$ cat config.mk
export PLATFORM = sky130hd
export DESIGN_NAME = alu_arbiter
export DESIGN_NICKNAME = d
export VERILOG_FILES = /design/src/rtl/alu_arbiter.sv
export SDC_FILE = /design/constraint.sdc
export NUM_CORES = 1
export LEC_CHECK = 0
export CORE_MARGIN = 5
export CORE_UTILIZATION = 40
export DETAILED_ROUTE_END_ITERATION = 7
export GPL_TIMING_DRIVEN = 0
export PLACE_DENSITY = 0.91
export RECOVER_POWER = 100
export SYNTH_ARGS = -nofsm -noshare
export SYNTH_HDL_FRONTEND = slang
export SYNTH_SLANG_ARGS = --single-unit
$ cat constraint.sdc
create_clock -name clk -period 3.74 [get_ports clk]
set_clock_uncertainty 0.2 [all_clocks]
set_input_delay 0.561 -clock clk [delete_from_list [all_inputs] [get_ports clk]]
set_output_delay 0.561 -clock clk [all_outputs]
set_load 0.02 [all_outputs]
$ cat src/rtl/alu_arbiter.sv
// alu_arbiter: two-requester front end for one shared combinational ALU.
// One operation is in flight at a time: IDLE (arbitrate/accept) -> EXEC
// (ALU evaluates the latched operands, result captured) -> DONE (one-cycle
// response pulse to the requester that was granted).
// Optional feature macro: ALU_ARB_ROUND_ROBIN_EN (round-robin tie-break;
// when undefined requester 0 has fixed priority).
// Handshake: a request transfers on the rising edge where reqN_valid and
// reqN_ready are both high; the requester holds valid and operands stable
// until then. respN_valid is a single-cycle pulse with no back-pressure.
module alu_arbiter (
   input  logic       clk,
   input  logic       rst_n,
   input  logic       req0_valid,
   input  logic [2:0] req0_op,
   input  logic [7:0] req0_a,
   input  logic [7:0] req0_b,
   output logic       req0_ready,
   input  logic       req1_valid,
   input  logic [2:0] req1_op,
   input  logic [7:0] req1_a,
   input  logic [7:0] req1_b,
   output logic       req1_ready,
   output logic       resp0_valid,
   output logic       resp1_valid,
   output logic [7:0] resp_result,
   output logic       resp_zero,
   output logic [2:0] alu_control,
   output logic [7:0] alu_srcA,
   output logic [7:0] alu_srcB,
   input  logic [7:0] alu_result,
   input  logic       alu_zero,
   output logic       busy,
   output logic [1:0] state_dbg
);

   typedef enum logic [1:0] {
      IDLE = 2'd0,
      EXEC = 2'd1,
      DONE = 2'd2
   } state_t;

   state_t     state_q, state_d;
   logic [2:0] op_q, op_d;
   logic [7:0] a_q, a_d;
   logic [7:0] b_q, b_d;
   logic       winner_q, winner_d;
   logic [7:0] res_q, res_d;
   logic       zero_q, zero_d;
   logic       win_id;
   logic       op_reserved;
`ifdef ALU_ARB_ROUND_ROBIN_EN
   logic       last_q, last_d;
`endif

   // Winner selection among currently valid requesters.
   always_comb begin
      win_id = 1'b0;
      if (req0_valid && req1_valid) begin
`ifdef ALU_ARB_ROUND_ROBIN_EN
         win_id = ~last_q;
`else
         win_id = 1'b0;
`endif
      end else if (req1_valid) begin
         win_id = 1'b1;
      end
   end

   // Opcodes 101..111 are accepted but produce a forced zero result.
   assign op_reserved = op_q[2] & (op_q[1] | op_q[0]);

   // Next-state, latch and handshake logic.
   always_comb begin
      state_d     = state_q;
      op_d        = op_q;
      a_d         = a_q;
      b_d         = b_q;
      winner_d    = winner_q;
      res_d       = res_q;
      zero_d      = zero_q;
      req0_ready  = 1'b0;
      req1_ready  = 1'b0;
      resp0_valid = 1'b0;
      resp1_valid = 1'b0;
`ifdef ALU_ARB_ROUND_ROBIN_EN
      last_d      = last_q;
`endif
      case (state_q)
         IDLE: begin
            if (req0_valid || req1_valid) begin
               req0_ready = ~win_id & req0_valid;
               req1_ready = win_id & req1_valid;
               op_d       = win_id ? req1_op : req0_op;
               a_d        = win_id ? req1_a  : req0_a;
               b_d        = win_id ? req1_b  : req0_b;
               winner_d   = win_id;
`ifdef ALU_ARB_ROUND_ROBIN_EN
               last_d     = win_id;
`endif
               state_d    = EXEC;
            end
         end
         EXEC: begin
            if (op_reserved) begin
               res_d  = 8'h00;
               zero_d = 1'b1;
            end else begin
               res_d  = alu_result;
               zero_d = alu_zero;
            end
            state_d = DONE;
         end
         DONE: begin
            resp0_valid = ~winner_q;
            resp1_valid = winner_q;
            state_d     = IDLE;
         end
         default: begin
            state_d = IDLE;
         end
      endcase
   end

   // State and datapath registers; reset drops any in-flight operation.
   always_ff @(posedge clk) begin
      if (!rst_n) begin
         state_q  <= IDLE;
         op_q     <= 3'b000;
         a_q      <= 8'h00;
         b_q      <= 8'h00;
         winner_q <= 1'b0;
         res_q    <= 8'h00;
         zero_q   <= 1'b1;
`ifdef ALU_ARB_ROUND_ROBIN_EN
         last_q   <= 1'b1;
`endif
      end else begin
         state_q  <= state_d;
         op_q     <= op_d;
         a_q      <= a_d;
         b_q      <= b_d;
         winner_q <= winner_d;
         res_q    <= res_d;
         zero_q   <= zero_d;
`ifdef ALU_ARB_ROUND_ROBIN_EN
         last_q   <= last_d;
`endif
      end
   end

   assign alu_control = op_q;
   assign alu_srcA    = a_q;
   assign alu_srcB    = b_q;
   assign resp_result = res_q;
   assign resp_zero   = zero_q;
   assign busy        = (state_q != IDLE);
   assign state_dbg   = state_q;

endmodule
==> results of run 1 <==
## cell type report
cell class	instances	area (um^2)
Clock inverter	1	5.005
Sequential cell	31	620.6
Buffer	15	82.58
Multi-Input combinational cell	119	669.4
Timing Repair Buffer	85	850.8
Tap cell	46	57.56
Fill cell	282	1051
Inverter	2	7.507
Clock buffer	7	45.04
## metrics by stage
stage               hold WS (ns)  instance area, um^2  power, mW  cells  worst slack, ns
CTS                       0.2597                 2370     0.8694    306           0.7500
finish                    0.2559                 2338     0.8398    306           0.6286
floorplan                 0.2920                 1411     0.5392    167            1.774
global placement          0.2419                 2320     0.6815    298           0.7766
detailed placement        0.2466                 2320     0.6860    298           0.7671
global route              0.2776                 2338     0.8863    306           0.5466
## sequential cells by signal, summed over array words and instances, names as in the netlist
signal,count
resp_result,8
winner_q,1
alu_control,3
alu_srcB,8
resp_zero,1
alu_srcA,8
state_dbg,2
## tightest hold or removal path, cell delays in order (launching register included)
cell	delay, ns
dfxtp_1	0.31
nand2_1	0.05
a21oi_1	0.05
## per-layer routing
layer / GRT usage / vias to the layer above / wire [um]
met4: 0.06074 / 0 / 59
met3: 0.07826 / 9 / 436
met2: 0.2871 / 69 / 1939
met1: 0.2274 / 703 / 1818
li1: - / 774 / -
met5: 0 / - / 0
## cells in the mapped netlist
cell and n:
a21oi_1 28, a311oi_1 9, a311oi_2 10, and2_1 1, and2_4 1, and3_1 1
and3b_1 1, buf_1 1, buf_12 1, buf_2 4, buf_4 1, buf_6 1
clkbuf_1 7, dfxtp_1 31, inv_1 1, inv_2 1, nand2_1 47, nand2b_1 2
nand3_1 8, nor2_1 2, nor2_2 1, nor2b_1 2, nor3_1 1, nor3b_1 2
o21ai_1 1, o2bb2ai_1 1, or2_1 1
## worst max path at each step
stage	from	slack, ns	endpoint
3_3_place_gp	req0_valid	0.78	req1_ready
3_5_place_dp	req0_valid	0.77	req1_ready
4_1_cts	req0_valid	0.75	req1_ready
6_report	req1_valid	0.63	req1_ready
5_1_grt	req1_valid	0.55	req1_ready
2_1_floorplan	state_dbg[0]$_SDFFE_PN0P_	1.77	req1_ready
## power groups by stage
| stage | Combinational (mW) | Clock, mW | Sequential, mW |
|---|---|---|---|
| 4_1_cts | 0.298 | 0.189 | 0.382 |
| 3_3_place_gp | 0.293 | 0 | 0.388 |
| 2_1_floorplan | 0.113 | 0 | 0.426 |
| 6_report | 0.276 | 0.183 | 0.380 |
| 3_5_place_dp | 0.297 | 0 | 0.389 |
| 5_1_grt | 0.301 | 0.200 | 0.386 |
## cell families after synthesis
group | Yosys count
buffers and inverters | 17
AND/OR/NAND/NOR | 70
flip-flops | 31
AO/OA/AOI/OAI | 49
==> flow_summary.yaml, run 1 <==
outcome:
  outcome: "complete, no violations"
final_layout:
  areaGrowthSynthToFinish_pct: 65.69
  final_common_cell: "clkdlybuf4s50_1"
  mostFrequentLayoutCells: "clkdlybuf4s50_1, nand2_1, dlygate4sd3_1, dfxtp_1, a21oi_1"
  antenna_cells: 0
  drive_above_1_share: 0.07308
  layout.nets: 310
  final_util: 0.6899
floorplan:
  die_h_um: 69.40
  core_um2: 3390
  num_io_pins: 86
  dieArea_um2: 4816
  die_w_um: 69.40
  start_util: 0.4164
  rows: 21
logic_synthesis:
  synthAdderAreaFrac: 0
  yosysTopAreaCellShare: 0.4397
  syn_nets: 218
  syn-mean-instance-area_um2: 8.451
  ys_seq_area_frac: 0.4397
  netlist.top_cell.by_area: "dfxtp_1"
  synth_compound_area_frac: 0.2713
  synth_simple_gate_area_share: 0.2207
  netlist_area_um2: 1411
  syn_inst: 167
  synthXorXnorAreaFrac: 0
  ys_types: 27
  ys_warn_count: 0
  synthMuxAreaShare: 0
  ys_top_cells_by_area: "dfxtp_1, nand2_1, a311oi_2, a21oi_1, a311oi_1"
  synth_top_family_by_area: "compound AO/OA/AOI/OAI gates"
  ys_seq_elements: 31
drt:
  drc: 0
  drt_iter0_markers: 73
  wire_per_inst_um: 13.90
  drtAntennaViolNets: 0
  totalWireLength_um: 4253
  via_per_inst: 5.082
  vias: 1555
  drtPass1Iterations: 4
pwr:
  p_per_area_nw_per_um2: 359.1
  p_seq_frac: 0.453
  p_switching_mw: 0.2651
  internal_power_mw: 0.5748
  clkPwrFrac: 0.218
  static-leakage-power_nw: 0.9399
  combPwrFrac: 0.329
  p_sw_frac: 0.3156
  ir_drop_mv: 0.2326
clock_network:
  clk_latency_ns: 0.33
  cts_tree: "built"
  ctsResizeCount: 0
  htreeDepth: 2
  ctsHoldBuffers: 0
  clk_path_buf_depth: 2
  clock_sinks: 31
  cts_buffers: 5
  cts.clk_slew.worst_paths_ns: 0.09
  clockRootBuffer: "clkbuf_4"
  post_cts_buffers: 0
worst_setup_path:
  cp-start-kind: "input port"
  critPathKind: "in -> out"
  crit_path_end_kind: "primary output"
  worstSetupPathDepth: 5
  path_common_cell: "dlygate4sd3_1"
  crit_slowest_cell: "dlygate4sd3_1"
  cp_data_arrival_time_ns: 2.35
  reg2reg_slack_ns: 2.05
  reg2reg_to: "resp_result[0]$_SDFFE_PN0N_"
  cp_num_buf_inv: 3
  worstPathCellList: "dlygate4sd3_1 > nand2b_1 > clkbuf_1 > nor2_1 > dlygate4sd3_1"
  critPathRequiredTime_ns: 2.98
  reg2reg_from: "alu_control[0]$_SDFFE_PN0P_"
  r2r_cells: 3
  critical_path.max_fanout: 10
  cp_top_family: "buffers and inverters"
  crit_path_max_incr_delay_ns: 0.66
global_route:
  grt_pass1_wl_um: 7113
  antenna_found_initial: 0
  grt_pass1_vias: 1477
  grt_max_degree: 11
  gr-total-overflow: 0
  grt_usage: 0.1840
sta:
  slew_violations: 0
  worst_pin_slew_ns: 0.9409
  rsz0062_at_grt: "false"
  slew_headroom: 0.3661
  hold_violations: 0
  setup-violations-final: 0
  period_share: 0.8319
  fmaxAchievable_ghz: 0.3214
  period_needed_ns: 3.111
  fin_tns_setup_ns: 0
hold_path:
  whs_path_depth: 2
  hold_path.class: "reg -> reg"
  min_delay_worst_endpoint: "resp_result[2]$_SDFFE_PN0N_"
  holdCritStartpoint: "resp_result[2]$_SDFFE_PN0N_"
placed_design:
  port_buffers: 85
  detailed_place_hpwl_um: 3212
  place.gp.congestion: 0.7448
job:
  drv_cap: 0
No activity file was read; power rests on OpenSTA's default activity.
==> run 2: changes to the inputs <==
--- a/config.mk
+++ b/config.mk
@@ -6,10 +6,10 @@
 export NUM_CORES = 1
 export LEC_CHECK = 0
 export CORE_MARGIN = 5
-export CORE_UTILIZATION = 40
+export CORE_UTILIZATION = 37
 export DETAILED_ROUTE_END_ITERATION = 7
 export GPL_TIMING_DRIVEN = 0
-export PLACE_DENSITY = 0.91
+export PLACE_DENSITY = 0.85
 export RECOVER_POWER = 100
 export SYNTH_ARGS = -nofsm -noshare
 export SYNTH_HDL_FRONTEND = slang
==> constraint.sdc (replaced) <==
create_clock -name clk -period 2.9 [get_ports clk]
set_clock_uncertainty 0.2 [all_clocks]
set_input_delay 0.435 -clock clk [delete_from_list [all_inputs] [get_ports clk]]
set_output_delay 0.435 -clock clk [all_outputs]
set_load 0.02 [all_outputs]
==> run 2 against run 1 <==
Against the previous run:
- final cell count grew 0.65%
- clock power is 71% higher
- die area up 6.9%
- final area rose by 1.7%
- wire length decreased by 0.68%
- worst setup slack got worse by 0.43 ns
- combinational power is 30% higher
- sequential cell count is the same
==> flow_summary.yaml, run 2 (synthesis results as in run 1) <==
drt:
  totalWireLength_um: 4224
  drt_iter0_markers: 36
  drc: 0
  via_per_inst: 4.942
  wire_per_inst_um: 13.71
  drtAntennaViolNets: 0
  vias: 1522
  drtPass1Iterations: 4
worst_setup_path:
  worstPathCellList: "clkdlybuf4s50_1 > nand2b_1 > clkbuf_1 > nor2_1 > clkdlybuf4s50_1"
  critPathKind: "in -> out"
  reg2reg_from: "alu_control[0]$_SDFFE_PN0P_"
  cp-start-kind: "input port"
  crit_path_max_incr_delay_ns: 0.55
  path_common_cell: "clkdlybuf4s50_1"
  crit_slowest_cell: "clkdlybuf4s50_1"
  reg2reg_to: "resp_result[4]$_SDFFE_PN0N_"
  r2r_cells: 3
  crit_path_end_kind: "primary output"
  cp_data_arrival_time_ns: 2.06
  cp_top_family: "buffers and inverters"
  cp_num_buf_inv: 3
  critPathLaunch: "req0_valid"
  reg2reg_slack_ns: 1.22
  critPathRequiredTime_ns: 2.27
  critical_path.max_fanout: 10
placed_design:
  port_buffers: 85
  place.gp.congestion: 0.7462
  place_inst: 300
  detailed_place_hpwl_um: 3228
floorplan:
  num_io_pins: 86
  start_util: 0.3826
  rows: 22
  die_h_um: 71.76
  core_um2: 3689
  dieArea_um2: 5150
  die_w_um: 71.76
clock_network:
  cts.clk_slew.worst_paths_ns: 0.06
  post_cts_buffers: 0
  clk_path_buf_depth: 2
  clock_sinks: 31
  ctsHoldBuffers: 0
  cts_buffers: 5
  htreeDepth: 2
  clk_latency_ns: 0.27
  clockRootBuffer: "clkbuf_8"
  cts_tree: "built"
  ctsResizeCount: 0
sta:
  slew_violations: 0
  setup-violations-final: 0
  worst_pin_slew_ns: 0.9925
  slew_headroom: 0.3314
  period_share: 0.9299
  fin_tns_setup_ns: 0
  hold_violations: 0
  fmaxAchievable_ghz: 0.3708
  period_needed_ns: 2.697
  rsz0062_at_grt: "false"
final_layout:
  mostFrequentLayoutCells: "clkdlybuf4s50_1, nand2_1, dlygate4sd3_1, dfxtp_1, a21oi_1"
  antenna_cells: 0
  drive_above_1_share: 0.07692
  layout.nets: 310
  layout.cells.non_filler: 308
  areaGrowthSynthToFinish_pct: 68.44
  final_common_cell: "clkdlybuf4s50_1"
hold_path:
  whs_path_depth: 2
  holdCritStartpoint: "resp_result[5]$_SDFFE_PN0N_"
  hold_path.class: "reg -> reg"
  min_delay_worst_endpoint: "resp_result[5]$_SDFFE_PN0N_"
pwr:
  internal_power_mw: 0.8175
  p_sw_frac: 0.2977
  static-leakage-power_nw: 0.9514
  p_per_area_nw_per_um2: 489.7
  ir_drop_mv: 0.4109
  p_switching_mw: 0.3465
  combPwrFrac: 0.309
  clkPwrFrac: 0.269
  p_seq_frac: 0.422
global_route:
  gr-total-overflow: 0
  grt_pass1_wl_um: 6610
  grt_usage: 0.1622
  antenna_found_initial: 0
  grt_max_degree: 11
  grt_pass1_vias: 1462
job:
  drv_cap: 0
outcome:
  outcome: "complete, no violations"
-- run 2: cell types whose count changed in the layout (fill, tap and decap cells not counted), sizes merged --
cell           before  now
buf                 5    6
dlygate4sd3        36   33
clkbuf             17   16
clkdlybuf4s50      49   52
-- run 2: cell type report --
class	instances	area (um^2)
buffer	15	83.83
multi-input combinational	119	673.1
timing repair buffer	85	850.8
fill	331	1311
inverter	2	7.507
clock inverter	1	5.005
tap	48	60.06
clock buffer	7	76.32
sequential	31	620.6
-- run 2: per-layer routing --
metal | wire [um] | track usage | vias to the layer above
met4 | 77 | 0.05637 | 0
li1 | - | - | 773
met5 | 0 | 0 | -
met2 | 2012 | 0.2714 | 62
met3 | 417 | 0.07433 | 9
met1 | 1716 | 0.1813 | 678
-- run 2: stage by stage --
step	hold WS (ns)	total power, mW	setup WS [ns]	utilization	cell area (um^2)
after global placement	0.2416	0.8806	0.1792	0.6296	2322
after detailed placement	0.2461	0.8869	0.1804	0.6296	2322
after CTS	0.2543	1.204	0.1623	0.6516	2404
final	0.2482	1.164	0.2032	0.6445	2377
after global routing	0.2699	1.231	0.08229	0.6445	2377
after floorplan	0.2920	0.6953	1.060	-	1411
-- run 2: worst register-to-register path, cell delays in order (launching register included) --
cell and delay (ns):
dfxtp_1 0.31, o21ai_0 0.78, nand3_1 0.16, a21oi_1 0.15
-- run 2: power groups by stage --
stage	Clock, mW	Combinational, mW	Sequential [mW]
floorplan	0	0.146	0.549
global placement	0	0.380	0.500
detailed placement	0	0.385	0.502
CTS	0.325	0.386	0.493
global route	0.346	0.389	0.496
finish	0.313	0.360	0.491
-- run 2: how the worst max path moves through the flow --
| stage | endpoint | cells past startpoint |
|---|---|---|
| CTS | req1_ready | 5 |
| floorplan | req1_ready | 4 |
| detailed placement | req1_ready | 5 |
| global route | req1_ready | 5 |
| global placement | req1_ready | 5 |
| finish | req1_ready | 5 |
==> run 3: changes to the inputs <==
--- a/config.mk
+++ b/config.mk
@@ -5,7 +5,6 @@
 export SDC_FILE = /design/constraint.sdc
 export NUM_CORES = 1
 export LEC_CHECK = 0
-export CORE_MARGIN = 5
 export CORE_UTILIZATION = 37
 export DETAILED_ROUTE_END_ITERATION = 7
 export GPL_TIMING_DRIVEN = 0
==> constraint.sdc (replaced) <==
create_clock -name clk -period 2.9 [get_ports clk]
set_clock_uncertainty 0.2 [all_clocks]
set_input_delay 0.29 -clock clk [delete_from_list [all_inputs] [get_ports clk]]
set_output_delay 0.29 -clock clk [all_outputs]
set_load 0.02 [all_outputs]
==> run 3 against run 2 <==
Against the previous run:
- fmax grew 5.6%
- die area shrank 21%
- final cell count is the same
- non-clock buffer count is the same
- via count shrank 0.33%
- first-iteration DRC count grew 94%
- global-route usage grew 5.3 points
- critical endpoint unchanged
- largest cell class unchanged
- highest routed layer unchanged
==> flow_summary.yaml, run 3 (synthesis results as in run 1) <==
outcome:
  outcome: "complete, no violations"
clock_network:
  clock_sinks: 31
  htreeDepth: 2
  clk_path_buf_depth: 2
  cts_tree: "built"
  post_cts_buffers: 0
  ctsResizeCount: 0
  ctsHoldBuffers: 0
  clk_latency_ns: 0.29
  cts.clk_slew.worst_paths_ns: 0.07
  clockRootBuffer: "clkbuf_8"
  cts_buffers: 5
worst_setup_path:
  crit_path_end_kind: "primary output"
  cp_data_arrival_time_ns: 2.06
  critPathLaunch: "state_dbg[0]$_SDFFE_PN0P_"
  critPathKind: "reg -> out"
  r2r_cells: 4
  critPathCapture: "req1_ready"
  critical_path.max_fanout: 10
  reg2reg_to: "alu_srcA[5]$_SDFFE_PN0P_"
  worstPathCellList: "nor2_2 > clkbuf_1 > inv_2 > nor2_1 > clkdlybuf4s50_1"
  critPathRequiredTime_ns: 2.41
  reg2reg_slack_ns: 1.19
  crit_path_max_incr_delay_ns: 0.61
  reg2reg_from: "state_dbg[0]$_SDFFE_PN0P_"
  crit_slowest_cell: "clkdlybuf4s50_1"
  cp-start-kind: "flip-flop"
floorplan:
  rows: 22
  dieArea_um2: 4065
  start_util: 0.3855
  die_w_um: 63.76
  die_h_um: 63.76
  num_io_pins: 86
  core_um2: 3661
hold_path:
  hold_path.class: "reg -> reg"
  holdCritStartpoint: "resp_result[2]$_SDFFE_PN0N_"
final_layout:
  areaGrowthSynthToFinish_pct: 71.99
  layout.nets: 310
  multi_input_area_um2: 688.2
  drive_above_1_share: 0.09231
  n_fill_cell: 313
  final_common_cell: "clkdlybuf4s50_1"
  antenna_cells: 0
  regArea_um2: 620.6
  mostFrequentLayoutCells: "clkdlybuf4s50_1, nand2_1, dlygate4sd3_1, dfxtp_1, a21oi_1"
pwr:
  p_per_area_nw_per_um2: 533.9
  ir_drop_mv: 0.2740
  finalPower_mw: 1.296
  static-leakage-power_nw: 0.9723
sta:
  fmaxAchievable_ghz: 0.3915
  slew_headroom: 0.4043
  hold_violations: 0
  period_share: 0.8808
  worst_pin_slew_ns: 0.8842
  setup-violations-final: 0
  slew_violations: 0
  fin_tns_setup_ns: 0
  rsz0062_at_grt: "false"
  timing.hold.ws_ns: 0.2507
  period_needed_ns: 2.554
global_route:
  grt_pass1_vias: 1514
  grt_max_degree: 11
  grt_pass1_wl_um: 6748
  gr-total-overflow: 0
  grt_usage: 0.2155
  antenna_found_initial: 0
drt:
  wire_per_inst_um: 13.12
  drtAntennaViolNets: 0
  drt_iter0_markers: 70
  vias: 1517
  drc: 0
  drtPass1Iterations: 4
  via_per_inst: 4.925
  totalWireLength_um: 4041
placed_design:
  place.gp.congestion: 0.6969
  detailed_place_hpwl_um: 2946
  port_buffers: 85
job:
  drv_cap: 0
==> run 3: cell type report <==
class | instances | area share
repair buffers | 85 | 0.3505
multi-input cells | 119 | 0.2835
flip-flops and latches | 31 | 0.2557
clock buffers | 6 | 0.03402
plain buffers | 15 | 0.03402
well taps | 48 | 0.02474
clock inverters | 2 | 0.01443
inverters | 2 | 0.003093
==> run 3: report_power, final <==
group / leakage (nW) / internal (mW) / switching [mW] / total, mW
combinational: 0.655 / 0.182 / 0.179 / 0.361
sequential: 0.256 / 0.468 / 0.0242 / 0.492
clock: 0.0612 / 0.278 / 0.165 / 0.443
total: 0.972 / 0.928 / 0.368 / 1.30
==> run 3: routing by layer <==
layer  part of all wire  GRT usage
met3              0.070    0.07500
met5                  0          0
met2               0.50     0.3684
met4              0.011    0.07955
met1               0.42     0.2453
==> run 3: stage by stage <==
| step | cells | cell area, um^2 | util | setup slack [ns] |
|---|---|---|---|---|
| after floorplan | 167 | 1411 | - | 1.205 |
| after global placement | 300 | 2322 | 0.6343 | 0.4779 |
| after detailed placement | 300 | 2322 | 0.6343 | 0.4501 |
| after CTS | 308 | 2440 | 0.6664 | 0.4452 |
| after global routing | 308 | 2427 | 0.6630 | 0.2208 |
| final | 308 | 2427 | 0.6630 | 0.3458 |
==> run 3: worst min-delay path by stage <==
stage / endpoint / slack, ns / cells after the start
final: resp_result[2]$_SDFFE_PN0N_ / 0.25 / 2
after global routing: resp_result[4]$_SDFFE_PN0N_ / 0.28 / 2
after CTS: resp_result[2]$_SDFFE_PN0N_ / 0.26 / 2
after detailed placement: resp_result[2]$_SDFFE_PN0N_ / 0.25 / 2
after global placement: resp_result[5]$_SDFFE_PN0N_ / 0.24 / 2
after floorplan: resp_zero$_SDFFE_PN1N_ / 0.15 / 1
==> run 3: worst max-delay path, delay by kind of cell, from the launching register on <==
kind,cells,cell delay [ns]
flops,1,0.37
simple gates,2,0.34
buf+inv,3,1.06
